### src/rtl/ql_pkg.sv
// ql_pkg: shared state/owner types and default sizing for the QL RAM arbiter.
package ql_pkg;

    localparam int QL_ADDR_W     = 24;
    localparam int QL_VID_PERIOD = 2;

    typedef enum logic [2:0] {
        ST_IDLE,
        ST_ISSUE,
        ST_WAIT_ACK,
        ST_PENALTY,
        ST_DONE
    } arb_state_t;

    typedef enum logic [1:0] {
        OWN_NONE = 2'd0,
        OWN_VID  = 2'd1,
        OWN_MDV  = 2'd2,
        OWN_CPU  = 2'd3
    } arb_owner_t;

endpackage

### src/rtl/ql_slot_counter.sv
// ql_slot_counter: modulo-VID_PERIOD slot counter advanced by ce_bus_p; vid_slot marks slot 0.
module ql_slot_counter
    import ql_pkg::*;
#(
    parameter int VID_PERIOD = QL_VID_PERIOD
) (
    input  logic clk_sys,
    input  logic reset,
    input  logic ce_bus_p,
    output logic vid_slot
);

    localparam int CW = $clog2(VID_PERIOD);

    logic [CW-1:0] slot_cnt;

    always_ff @(posedge clk_sys or posedge reset)
        if (reset)
            slot_cnt <= '0;
        else if (ce_bus_p)
            slot_cnt <= (slot_cnt == CW'(VID_PERIOD - 1)) ? '0 : slot_cnt + CW'(1);

    assign vid_slot = (slot_cnt == '0);

endmodule

### src/rtl/ql_ram_arbiter.sv
// ql_ram_arbiter: slot-paced sequencer of the shared SDRAM port (video, microdrive DMA, 68008 CPU).
// Define QL_ARB_MDV_EN to arbitrate the microdrive port; otherwise it is ignored and mdv_gnt is 0.
module ql_ram_arbiter
    import ql_pkg::*;
#(
    parameter int ADDR_W     = QL_ADDR_W,
    parameter int VID_PERIOD = QL_VID_PERIOD
) (
    input  logic              clk_sys,
    input  logic              reset,
    input  logic              enable,
    input  logic              ce_bus_p,
    input  logic              vid_req,
    input  logic [ADDR_W-1:0] vid_addr,
    output logic              vid_gnt,
    input  logic              mdv_req,
    input  logic              mdv_we,
    input  logic [ADDR_W-1:0] mdv_addr,
    output logic              mdv_gnt,
    input  logic              cpu_req,
    input  logic              cpu_we,
    input  logic              cpu_uds,
    input  logic              cpu_lds,
    input  logic [ADDR_W-1:0] cpu_addr,
    output logic              cpu_dtack,
    output logic [ADDR_W-1:0] sdram_addr,
    output logic              sdram_oe,
    output logic              sdram_wr,
    output logic [1:0]        sdram_ds,
    input  logic              sdram_ack,
    output logic [1:0]        owner
);

    arb_state_t state, state_nxt;
    arb_owner_t own_q, own_sel;
    logic       vid_slot, mdv_ok, we_q, wide_q, grant;

`ifdef QL_ARB_MDV_EN
    assign mdv_ok  = mdv_req;
    assign mdv_gnt = (state == ST_DONE) && (own_q == OWN_MDV);
`else
    logic mdv_unused;
    assign mdv_unused = ^{mdv_req, mdv_we, mdv_addr};
    assign mdv_ok     = 1'b0;
    assign mdv_gnt    = 1'b0;
`endif

    ql_slot_counter #(.VID_PERIOD(VID_PERIOD)) u_slot (
        .clk_sys  (clk_sys),
        .reset    (reset),
        .ce_bus_p (ce_bus_p),
        .vid_slot (vid_slot)
    );

    assign own_sel = (vid_req && vid_slot) ? OWN_VID :
                     mdv_ok                ? OWN_MDV :
                     cpu_req               ? OWN_CPU : OWN_NONE;

    always_ff @(posedge clk_sys or posedge reset)
        if (reset)
            state <= ST_IDLE;
        else
            state <= state_nxt;

    always_comb begin
        state_nxt = state;
        case (state)
            ST_IDLE:     if (ce_bus_p && own_sel != OWN_NONE) state_nxt = ST_ISSUE;
            ST_ISSUE:    state_nxt = ST_WAIT_ACK;
            ST_WAIT_ACK: if (sdram_ack) state_nxt = (own_q == OWN_CPU && enable && wide_q) ? ST_PENALTY : ST_DONE;
            ST_PENALTY:  if (ce_bus_p) state_nxt = ST_DONE;
            ST_DONE:     state_nxt = ST_IDLE;
            default:     state_nxt = ST_IDLE;
        endcase
    end

    assign grant = (state == ST_IDLE) && (state_nxt == ST_ISSUE);

    // Command fields are captured at grant so requesters may change them once served.
    always_ff @(posedge clk_sys or posedge reset)
        if (reset) begin
            own_q      <= OWN_NONE;
            sdram_addr <= '0;
            sdram_ds   <= '0;
            we_q       <= 1'b0;
            wide_q     <= 1'b0;
        end else if (grant) begin
            own_q      <= own_sel;
            sdram_addr <= (own_sel == OWN_VID) ? vid_addr : (own_sel == OWN_MDV) ? mdv_addr : cpu_addr;
            sdram_ds   <= (own_sel == OWN_CPU) ? {cpu_uds, cpu_lds} : 2'b11;
            we_q       <= (own_sel == OWN_MDV) ? mdv_we : (own_sel == OWN_CPU) && cpu_we;
            wide_q     <= cpu_uds && cpu_lds;
        end else if (state == ST_DONE) begin
            own_q      <= OWN_NONE;
        end

    assign sdram_oe  = (state == ST_ISSUE) && !we_q;
    assign sdram_wr  = (state == ST_ISSUE) && we_q;
    assign owner     = own_q;
    assign vid_gnt   = (state == ST_DONE) && (own_q == OWN_VID);
    assign cpu_dtack = (state == ST_DONE) && (own_q == OWN_CPU) && cpu_req;

endmodule

### config.mk
export PLATFORM = sky130hd
export DESIGN_NAME = ql_ram_arbiter
export DESIGN_NICKNAME = d
export VERILOG_FILES = /design/src/rtl/ql_pkg.sv /design/src/rtl/ql_slot_counter.sv /design/src/rtl/ql_ram_arbiter.sv
export SDC_FILE = /design/constraint.sdc
export NUM_CORES = 1
export LEC_CHECK = 0
export CORE_MARGIN = 10
export CORE_UTILIZATION = 39
export CTS_CLUSTER_DIAMETER = 200
export DETAILED_ROUTE_END_ITERATION = 16
export GPL_ROUTABILITY_DRIVEN = 0
export PLACE_DENSITY = 0.86
export SLEW_MARGIN = 20
export SYNTH_ARGS = -nofsm -noshare
export SYNTH_HDL_FRONTEND = slang
export SYNTH_SLANG_ARGS = --single-unit
### constraint.sdc
create_clock -name clk_sys -period 3.2 [get_ports clk_sys]
set_clock_uncertainty 0.05 [all_clocks]
set_input_delay 0.64 -clock clk_sys [delete_from_list [all_inputs] [get_ports clk_sys]]
set_output_delay 0.64 -clock clk_sys [all_outputs]
set_load 0.02 [all_outputs]
# [Word level (Yosys, flattened, before mapping)]
# Cells that the tools add are included.
[classes] n_addsub=1 n_eq_ne=10 muxes=14 bitwise_logic=1 n_reduce_logical=16
[op_table] cell="two-way mux 24 bit" n=2
[op_table] cell="logical AND 1 bit" n=12
[op_table] cell="two-way mux 3 bit" n=4
[op_table] cell="one-hot mux 3 bit (4 select lines)" n=1
[op_table] cell="two-way mux 2 bit" n=5
[op_table] cell="== test 2 bit, second input constant" n=3
[op_table] cell="== test 3 x 1 -> 1 bit, second input constant" n=2
[op_table] cell="== test 3 x 2 -> 1 bit, second input constant" n=2
[op_table] cell="== test 2 x 1 -> 1 bit, second input constant" n=2
[op_table] cell="nonzero test 2 bit" n=2
[op_table] cell="== test 3 bit, second input constant" n=1
[op_table] cell="zero test 3 bit" n=1
[op_table] cell="two-way mux 1 bit" n=2
[op_table] cell="adder 1 bit, second input constant" n=1
[op_table] cell="zero test 1 bit" n=1
[op_table] cell="inverter 1 bit" n=1
[totals] ff_bits=34 inputBits=84 out_inout_bits=33 wordCells=49

# [Longest topological paths before layout]
# Gate-level depths: netlist of the first run.
[logic_depth] depth_word=10 depth_mapped=6 ltp_nobuf=3

# [Hierarchy]
# From an unflattened synthesis of the first run, not the netlist that was laid out.
[unflattened] hier_cells=132 area_unflattened_um2=1671.6
[by_module_without_submodules] module="ql_ram_arbiter" instances=1 cells_each=128 area_each_um2=1630.3 seq_area_each_um2=825.8
[by_module_without_submodules] module="ql_slot_counter" instances=1 cells_each=4 area_each_um2=41.3 seq_area_each_um2=25.0

# [Least setup slack after synthesis of the first run]
# Ideal clock, no wire load.
[synth_timing] kind="input to output" start="input cpu_req" end="output cpu_dtack" arrival_time_ns=1.570 required_ns=2.510 slack_ns=0.940 stages=4 n_path_buf=2 path_cell_list="clkbuf_1 -> clkbuf_1 -> nand3_1 -> nor2_1"
[synth_via] elab_chain_len=1
[synth_rtl] item="start, declared" line="ql_ram_arbiter.sv:20" rtl="input logic cpu_req,"
[synth_rtl] item="logical AND 1 bit" line="ql_ram_arbiter.sv:101" rtl="assign cpu_dtack = (state == ST_DONE) && (own_q == OWN_CPU) && cpu_req;"
[synth_rtl] item="end, declared" line="ql_ram_arbiter.sv:25" rtl="output logic cpu_dtack,"
# Every way passes these cells.

# [Worst setup path after layout of the first run]
# Ends and elaborated chain as after synthesis.

==> flow_summary_export.csv, run 1 <==
group,metric,value,unit
global_routing,grt_overflow_total,0,
synthesis,yosys_register_bits,34,
cts,postCtsSetupBuffers,0,
synthesis,netlist.area_leader.share,47.2,%
routing,wl_per_cell,19.7,um
routing,drt-total-wl,5990,um
final_layout,final_layout_size_suffix_gt1_share,5.53,%
cts,cts-htree-levels,2,
synthesis,syn_area,1800,um^2
job,max_cap_viol_count,0,
worst_setup_path,crit_start,"cpu_req",
synthesis,synth_edf_count,0,
global_routing,antenna_found_initial,0,
floorplanning,rows,24,
synthesis,yosysMostFrequentCell,"dfrtp_1",
floorplanning,die_h,88.0,um
timing,setup_viol,0,
synthesis,postSynthAreaPerCell,10.7,um^2
timing,fin_setup_tns,0,ns
synthesis,async_flop_share,100,%
floorplanning,pin_count,117,
worst_setup_path,crit_arrival,1.95,ns
timing,max_freq,0.379,GHz
routing,vias,1740,
floorplanning,initial_core_util,40.8,%
hold_path,hp-class,"reg -> reg",
routing,drtAntennaViolNets,0,
cts,clock_sinks,34,
global_routing,grt_pass1_wl,9370,um
cts,clk_latency,0.28,ns
final_layout,nFillCells,393,
synthesis,syn_nets,253,
hold_path,hold_start,"sdram_addr[7]",
synthesis,seq_area_frac_synth,47.2,%
cts,hold_buffers,0,
synthesis,synth_top_area_cell,"dfrtp_1",
worst_setup_path,r2r_start,"state[0]",
pwr,p_leak,1.18,nW
worst_setup_path,required,2.51,ns
floorplanning,core,4410,um^2
worst_setup_path,start_kind,"primary input",
pwr,ir_drop,0.437,mV
final_layout,n_antenna_cell,0,
cts,clk_pin_slew,0.06,ns
routing,drt_iter0_drc,51,
worst_setup_path,r2r_setup_slack,1.18,ns
cts,cts-resized-gates,0,
place,hpwl,4200,um
pwr,powerDensity,817,nW/um^2
cts,cts_buffers,5,
timing,min_period,2.64,ns
timing,slew_violations,0,
worst_setup_path,crit_path_max_incr_delay,0.61,ns
synthesis,synth.top_cells.by_area,"dfrtp_1 (47%), and3b_1 (12%), o2bb2ai_1 (12%)",
worst_setup_path,end_kind,"primary output",
timing,timing.final.crit_share,82.5,%
routing,first_pass_iters,4,
final_layout,syn_to_final_growth,54.9,%
timing,timing_hold_violations_final,0,
final_layout,fin_nets,336,
run_status,outcome,"finished, final reports clean",
routing,drcViolationCount,0,
worst_setup_path,cp_slowest_cell,"clkdlybuf4s50_1",
worst_setup_path,cp_max_fo,2,
cts,tritoncts,"built",
synthesis,synthFlopType,"dfrtp_1",
synthesis,syn_inst,169,
pwr,power,2.28,mW
place,numPortBuffers,89,
floorplanning,fp.dieArea,7740,um^2
floorplanning,die_w,88.0,um
worst_setup_path,worstSetupPathType,"in -> out",
cts,clockRootBuffer,"clkbuf_8",
synthesis,synthTopCellsByCount,"dfrtp_1 (34), a31oi_1 (26), and3b_1 (24), o2bb2ai_1 (24), clkbuf_1 (11)",
global_routing,grt_max_degree,35,
timing,worst_pin_slew,0.866,ns
global_routing,grt_pass1_vias,1853,
routing,via_per_inst,5.70,
timing,max_slew_margin,42.3,%
synthesis,ys_types,34,
cts,cts_buffer_depth,2,
global_routing,track_usage,15.0,%
worst_setup_path,cp_cell_sequence,"clkdlybuf4s50_1 > nand3_1 > nor2_1 > clkdlybuf4s50_1",
timing,grt_setup_unrepaired,"false",
synthesis,ys_warn_count,0,
worst_setup_path,cp_common_cell,"clkdlybuf4s50_1",
logic make-up (layout without fill, tap and decap cells):
kind of cell | after synthesis | in the layout | synth area share [%]
XOR/XNOR | 1 | 1 | 0.486
AO/OA/AOI/OAI | 63 | 63 | 26.0
other | 1 | 1 | 0.208
multiplexers | 1 | 1 | 0.556
flip-flops | 34 | 34 | 47.2
AND/OR/NAND/NOR | 46 | 46 | 19.0
buffers and inverters | 23 | 107 | 6.53
flip-flops by register name (all words and copies together) (netlist names):
signal,flops
owner,2
sdram_addr,24
sdram_ds,2
state,3
u_slot.slot_cnt,1
we_q,1
wide_q,1
power by group:
part / leakage (nW) / switching (mW) / total (mW) / internal [mW]
logic: 0.709 / 0.599 / 1.20 / 0.602
clock network: 0.0482 / 0.144 / 0.318 / 0.173
registers: 0.419 / 0.139 / 0.761 / 0.622
total: 1.18 / 0.883 / 2.28 / 1.40
through the flow:
stage	setup slack [ns]	std cells	area [um^2]	utilization, %	hold WS (ns)
after global routing	0.493	305	2790	63.2	0.460
final	0.560	305	2790	63.2	0.437
after CTS	0.566	305	2790	63.2	0.441
after detailed placement	0.471	297	2700	61.2	0.427
after global placement	0.483	297	2700	61.2	0.421
after floorplan	0.940	169	1800	-	0.431
routing by layer:
layer / global-route usage [%] / part of all wire [%] / vias up
met1: 18.4 / 43 / 845
met2: 24.1 / 47 / 69
met3: 5.01 / 8.2 / 8
met4: 5.22 / 1.4 / 0
li1: - / - / 818
met5: 0 / 0 / -
worst max-delay path: cells and delay by family:
kind,cells,cell delay (ns)
buffers and inverters,2,1.11
AND/OR/NAND/NOR,2,0.19
cells in the final DEF (no fill, tap or decap):
cell type	instances
conb_1	1
nand3_1	1
or3_1	1
a32oi_1	1
o21ai_0	3
xor2_1	1
nand2b_1	2
a21boi_0	2
or4b_1	1
mux2i_1	1
clkinv_2	1
nor3b_1	1
nand4_1	1
nand2_1	5
a21oi_1	1
clkbuf_8	6
a21oi_2	1
nor4bb_1	1
clkbuf_1	1
a31oi_1	26
clkdlybuf4s50_1	89
and3b_1	24
nor4b_1	1
o21a_1	1
dfrtp_1	34
nor2_1	2
nand3b_1	3
o32a_1	2
a22o_1	1
nor3_1	2
inv_1	4
buf_4	6
a21o_1	1
o2bb2ai_1	24
nor2b_1	1
worst paths after layout:
kind                                       end  depth (start not counted)
max in group asynchronous       sdram_addr[18]                          3
worst max register to register            we_q                          3
min in group asynchronous        sdram_addr[5]                          3
worst min-delay path             sdram_addr[7]                          1
worst max-delay path                 cpu_dtack                          4
worst min register to register   sdram_addr[7]                          1
final cells by class:
| type | count | area [um^2] | share of cell area (%) |
|---|---|---|---|
| clock buffer | 7 | 86.3 | 3.09 |
| multi-input combinational | 112 | 833 | 29.9 |
| inverter | 4 | 15.0 | 0.538 |
| timing repair buffer | 95 | 936 | 33.5 |
| clock inverter | 1 | 5.00 | 0.179 |
| sequential | 34 | 851 | 30.5 |
| tap | 52 | 65.1 | 2.33 |
(Power assumes the default switching activity.)
==> run 2, diff against run 1 <==
- CORE_UTILIZATION: 39 -> 36
- PLACE_DENSITY: 0.86 -> 0.8
- clock period: 3.2 -> 2.7 ns (I/O delays scaled with it)
==> run 2 against run 1 <==
Wire length shrank 2.6%; register-to-register slack lost 0.48 ns; cell area grew 0.40%; largest cell class unchanged; largest power group unchanged.
==> flow_summary_export.csv, run 2 (synthesis gave the netlist of run 1 again) <==
group,metric,value,unit
final_layout,n_antenna_cell,0,
timing,fin_ws,0.268,ns
floorplanning,die_h,90.7,um
worst_setup_path,crit_path_max_incr_delay,0.61,ns
pwr,ir_drop,0.484,mV
floorplanning,rows,25,
timing,grt_setup_unrepaired,"false",
cts,cts_buffer_depth,2,
final_layout,layout.area.seq,851,um^2
final_layout,syn_to_final_growth,55.6,%
final_layout,largest_reg_flops,24,
floorplanning,pin_count,117,
pwr,power,2.66,mW
place,place_inst,313,
cts,clockRootBuffer,"clkbuf_8",
cts,cts-htree-levels,2,
routing,first_pass_iters,4,
timing,setup_viol,0,
routing,vias,1708,
worst_setup_path,cp_slowest_cell,"clkdlybuf4s50_1",
final_layout,layoutNonFillerInstCount,320,
final_layout,top_register,"sdram_addr",
cts,cts_buffers,5,
floorplanning,initial_core_util,37.6,%
worst_setup_path,start_kind,"primary input",
place,postPlaceCellArea,2730,um^2
routing,wl_per_cell,18.2,um
routing,via_per_inst,5.34,
worst_setup_path,worstSetupPathType,"in -> out",
cts,tritoncts,"built",
final_layout,multi_input_comb_area,833,um^2
global_routing,grt_pass1_wl,9460,um
cts,cts-resized-gates,0,
global_routing,track_usage,13.9,%
cts,clock_sinks,34,
global_routing,grt_util_met1,17.5,%
floorplanning,core,4790,um^2
worst_setup_path,cp_max_fo,2,
hold_path,hold_start,"sdram_addr[6]",
timing,timing.final.crit_share,90.1,%
cts,postCtsSetupBuffers,0,
run_status,outcome,"finished, final reports clean",
timing,min_period,2.43,ns
timing,worst_pin_slew,0.833,ns
final_layout,final_area,2800,um^2
floorplanning,fp.dieArea,8230,um^2
global_routing,grt_overflow_total,0,
final_layout,final_cell_mix,"clkdlybuf4s50_1 (89), dfrtp_1 (34), a31oi_1 (26)",
routing,drcViolationCount,0,
timing,slew_violations,0,
final_layout,final_common_cell,"clkdlybuf4s50_1",
worst_setup_path,end_kind,"primary output",
worst_setup_path,crit_start,"cpu_req",
worst_setup_path,required,2.11,ns
worst_setup_path,crit_buf_inv,2,
final_layout,nFillCells,435,
worst_setup_path,cp_common_cell,"clkdlybuf4s50_1",
worst_setup_path,cp_cell_sequence,"clkdlybuf4s50_1 > nand3_1 > nor2_1 > clkdlybuf4s50_1",
hold_path,hp-class,"reg -> reg",
worst_setup_path,cp_top_family,"buffers and inverters",
timing,max_slew_margin,44.4,%
cts,clk_pin_slew,0.06,ns
pwr,powerDensity,949,nW/um^2
global_routing,grt_max_degree,35,
routing,drt_iter0_drc,80,
global_routing,grt_util_met3,4.90,%
timing,fin_setup_tns,0,ns
floorplanning,die_w,90.7,um
place,post-place-ws,0.227,ns
cts,clk_latency,0.27,ns
routing,drtAntennaViolNets,0,
global_routing,grt-busiest-layer,"met2",
global_routing,grt_pass1_vias,1778,
job,max_cap_viol_count,0,
pwr,p_leak,1.17,nW
worst_setup_path,r2r_start,"state[0]",
timing,timing_hold_violations_final,0,
place,numPortBuffers,89,
worst_setup_path,crit_arrival,1.84,ns
final_layout,final_layout_size_suffix_gt1_share,5.14,%
global_routing,met2_usage,21.9,%
cts,hold_buffers,0,
timing,max_freq,0.411,GHz
final_layout,fin_nets,337,
final_layout,reg.largest.list,"sdram_addr (24), state (3)",
place,hpwl,4120,um
routing,drt-total-wl,5840,um
global_routing,antenna_found_initial,0,
==> run 2: cell count changes in the layout (fill, tap and decap cells not counted) <==
cell,previous run,this run
buf_4,6,7
clkbuf_1,1,2
clkbuf_8,6,5
clkinv_2,1,0
==> run 2: layer usage <==
metal,vias to the layer above,share of wire (%),routed length [um]
met4,0,0.36,21
met5,-,0,0
met1,821,45,2620
li1,823,-,-
met2,60,47,2740
met3,4,7.8,456
==> run 2: through the flow <==
stage / hold WS (ns) / util (%)
CTS: 0.441 / 58.6
global route: 0.449 / 58.6
detailed placement: 0.423 / 57.0
floorplan: 0.431 / -
global placement: 0.420 / 57.0
finish: 0.436 / 58.6
==> run 2: power breakdown <==
| part | switching [mW] | leakage [nW] | total (mW) | internal (mW) |
|---|---|---|---|---|
| registers | 0.164 | 0.419 | 0.901 | 0.737 |
| logic | 0.709 | 0.714 | 1.42 | 0.714 |
| clock network | 0.160 | 0.0383 | 0.338 | 0.177 |
| total | 1.03 | 1.17 | 2.66 | 1.63 |
==> run 2: worst paths after layout <==
path / endpoint / cells past startpoint / slack (ns)
worst max-delay path: cpu_dtack / 4 / 0.27
worst min-delay path: sdram_addr[6] / 1 / 0.44
worst max register to register: we_q / 3 / 0.70
worst min register to register: sdram_addr[6] / 1 / 0.44
max in group asynchronous: sdram_addr[6] / 3 / 1.67
min in group asynchronous: sdram_addr[0] / 3 / 0.61
==> run 2: layout make-up <==
| type | instances | area share [%] |
|---|---|---|
| timing repair buffer | 96 | 33.7 |
| multi-input combinational | 112 | 29.7 |
| clock buffer | 7 | 2.72 |
| sequential | 34 | 30.4 |
| inverter | 4 | 0.536 |
| tap | 67 | 2.99 |
==> run 3, diff against run 2 <==
- SLEW_MARGIN: 20 -> 10
==> results of run 3 <==
Same layout as run 2: the final DEF is identical, and so are final timing and power.
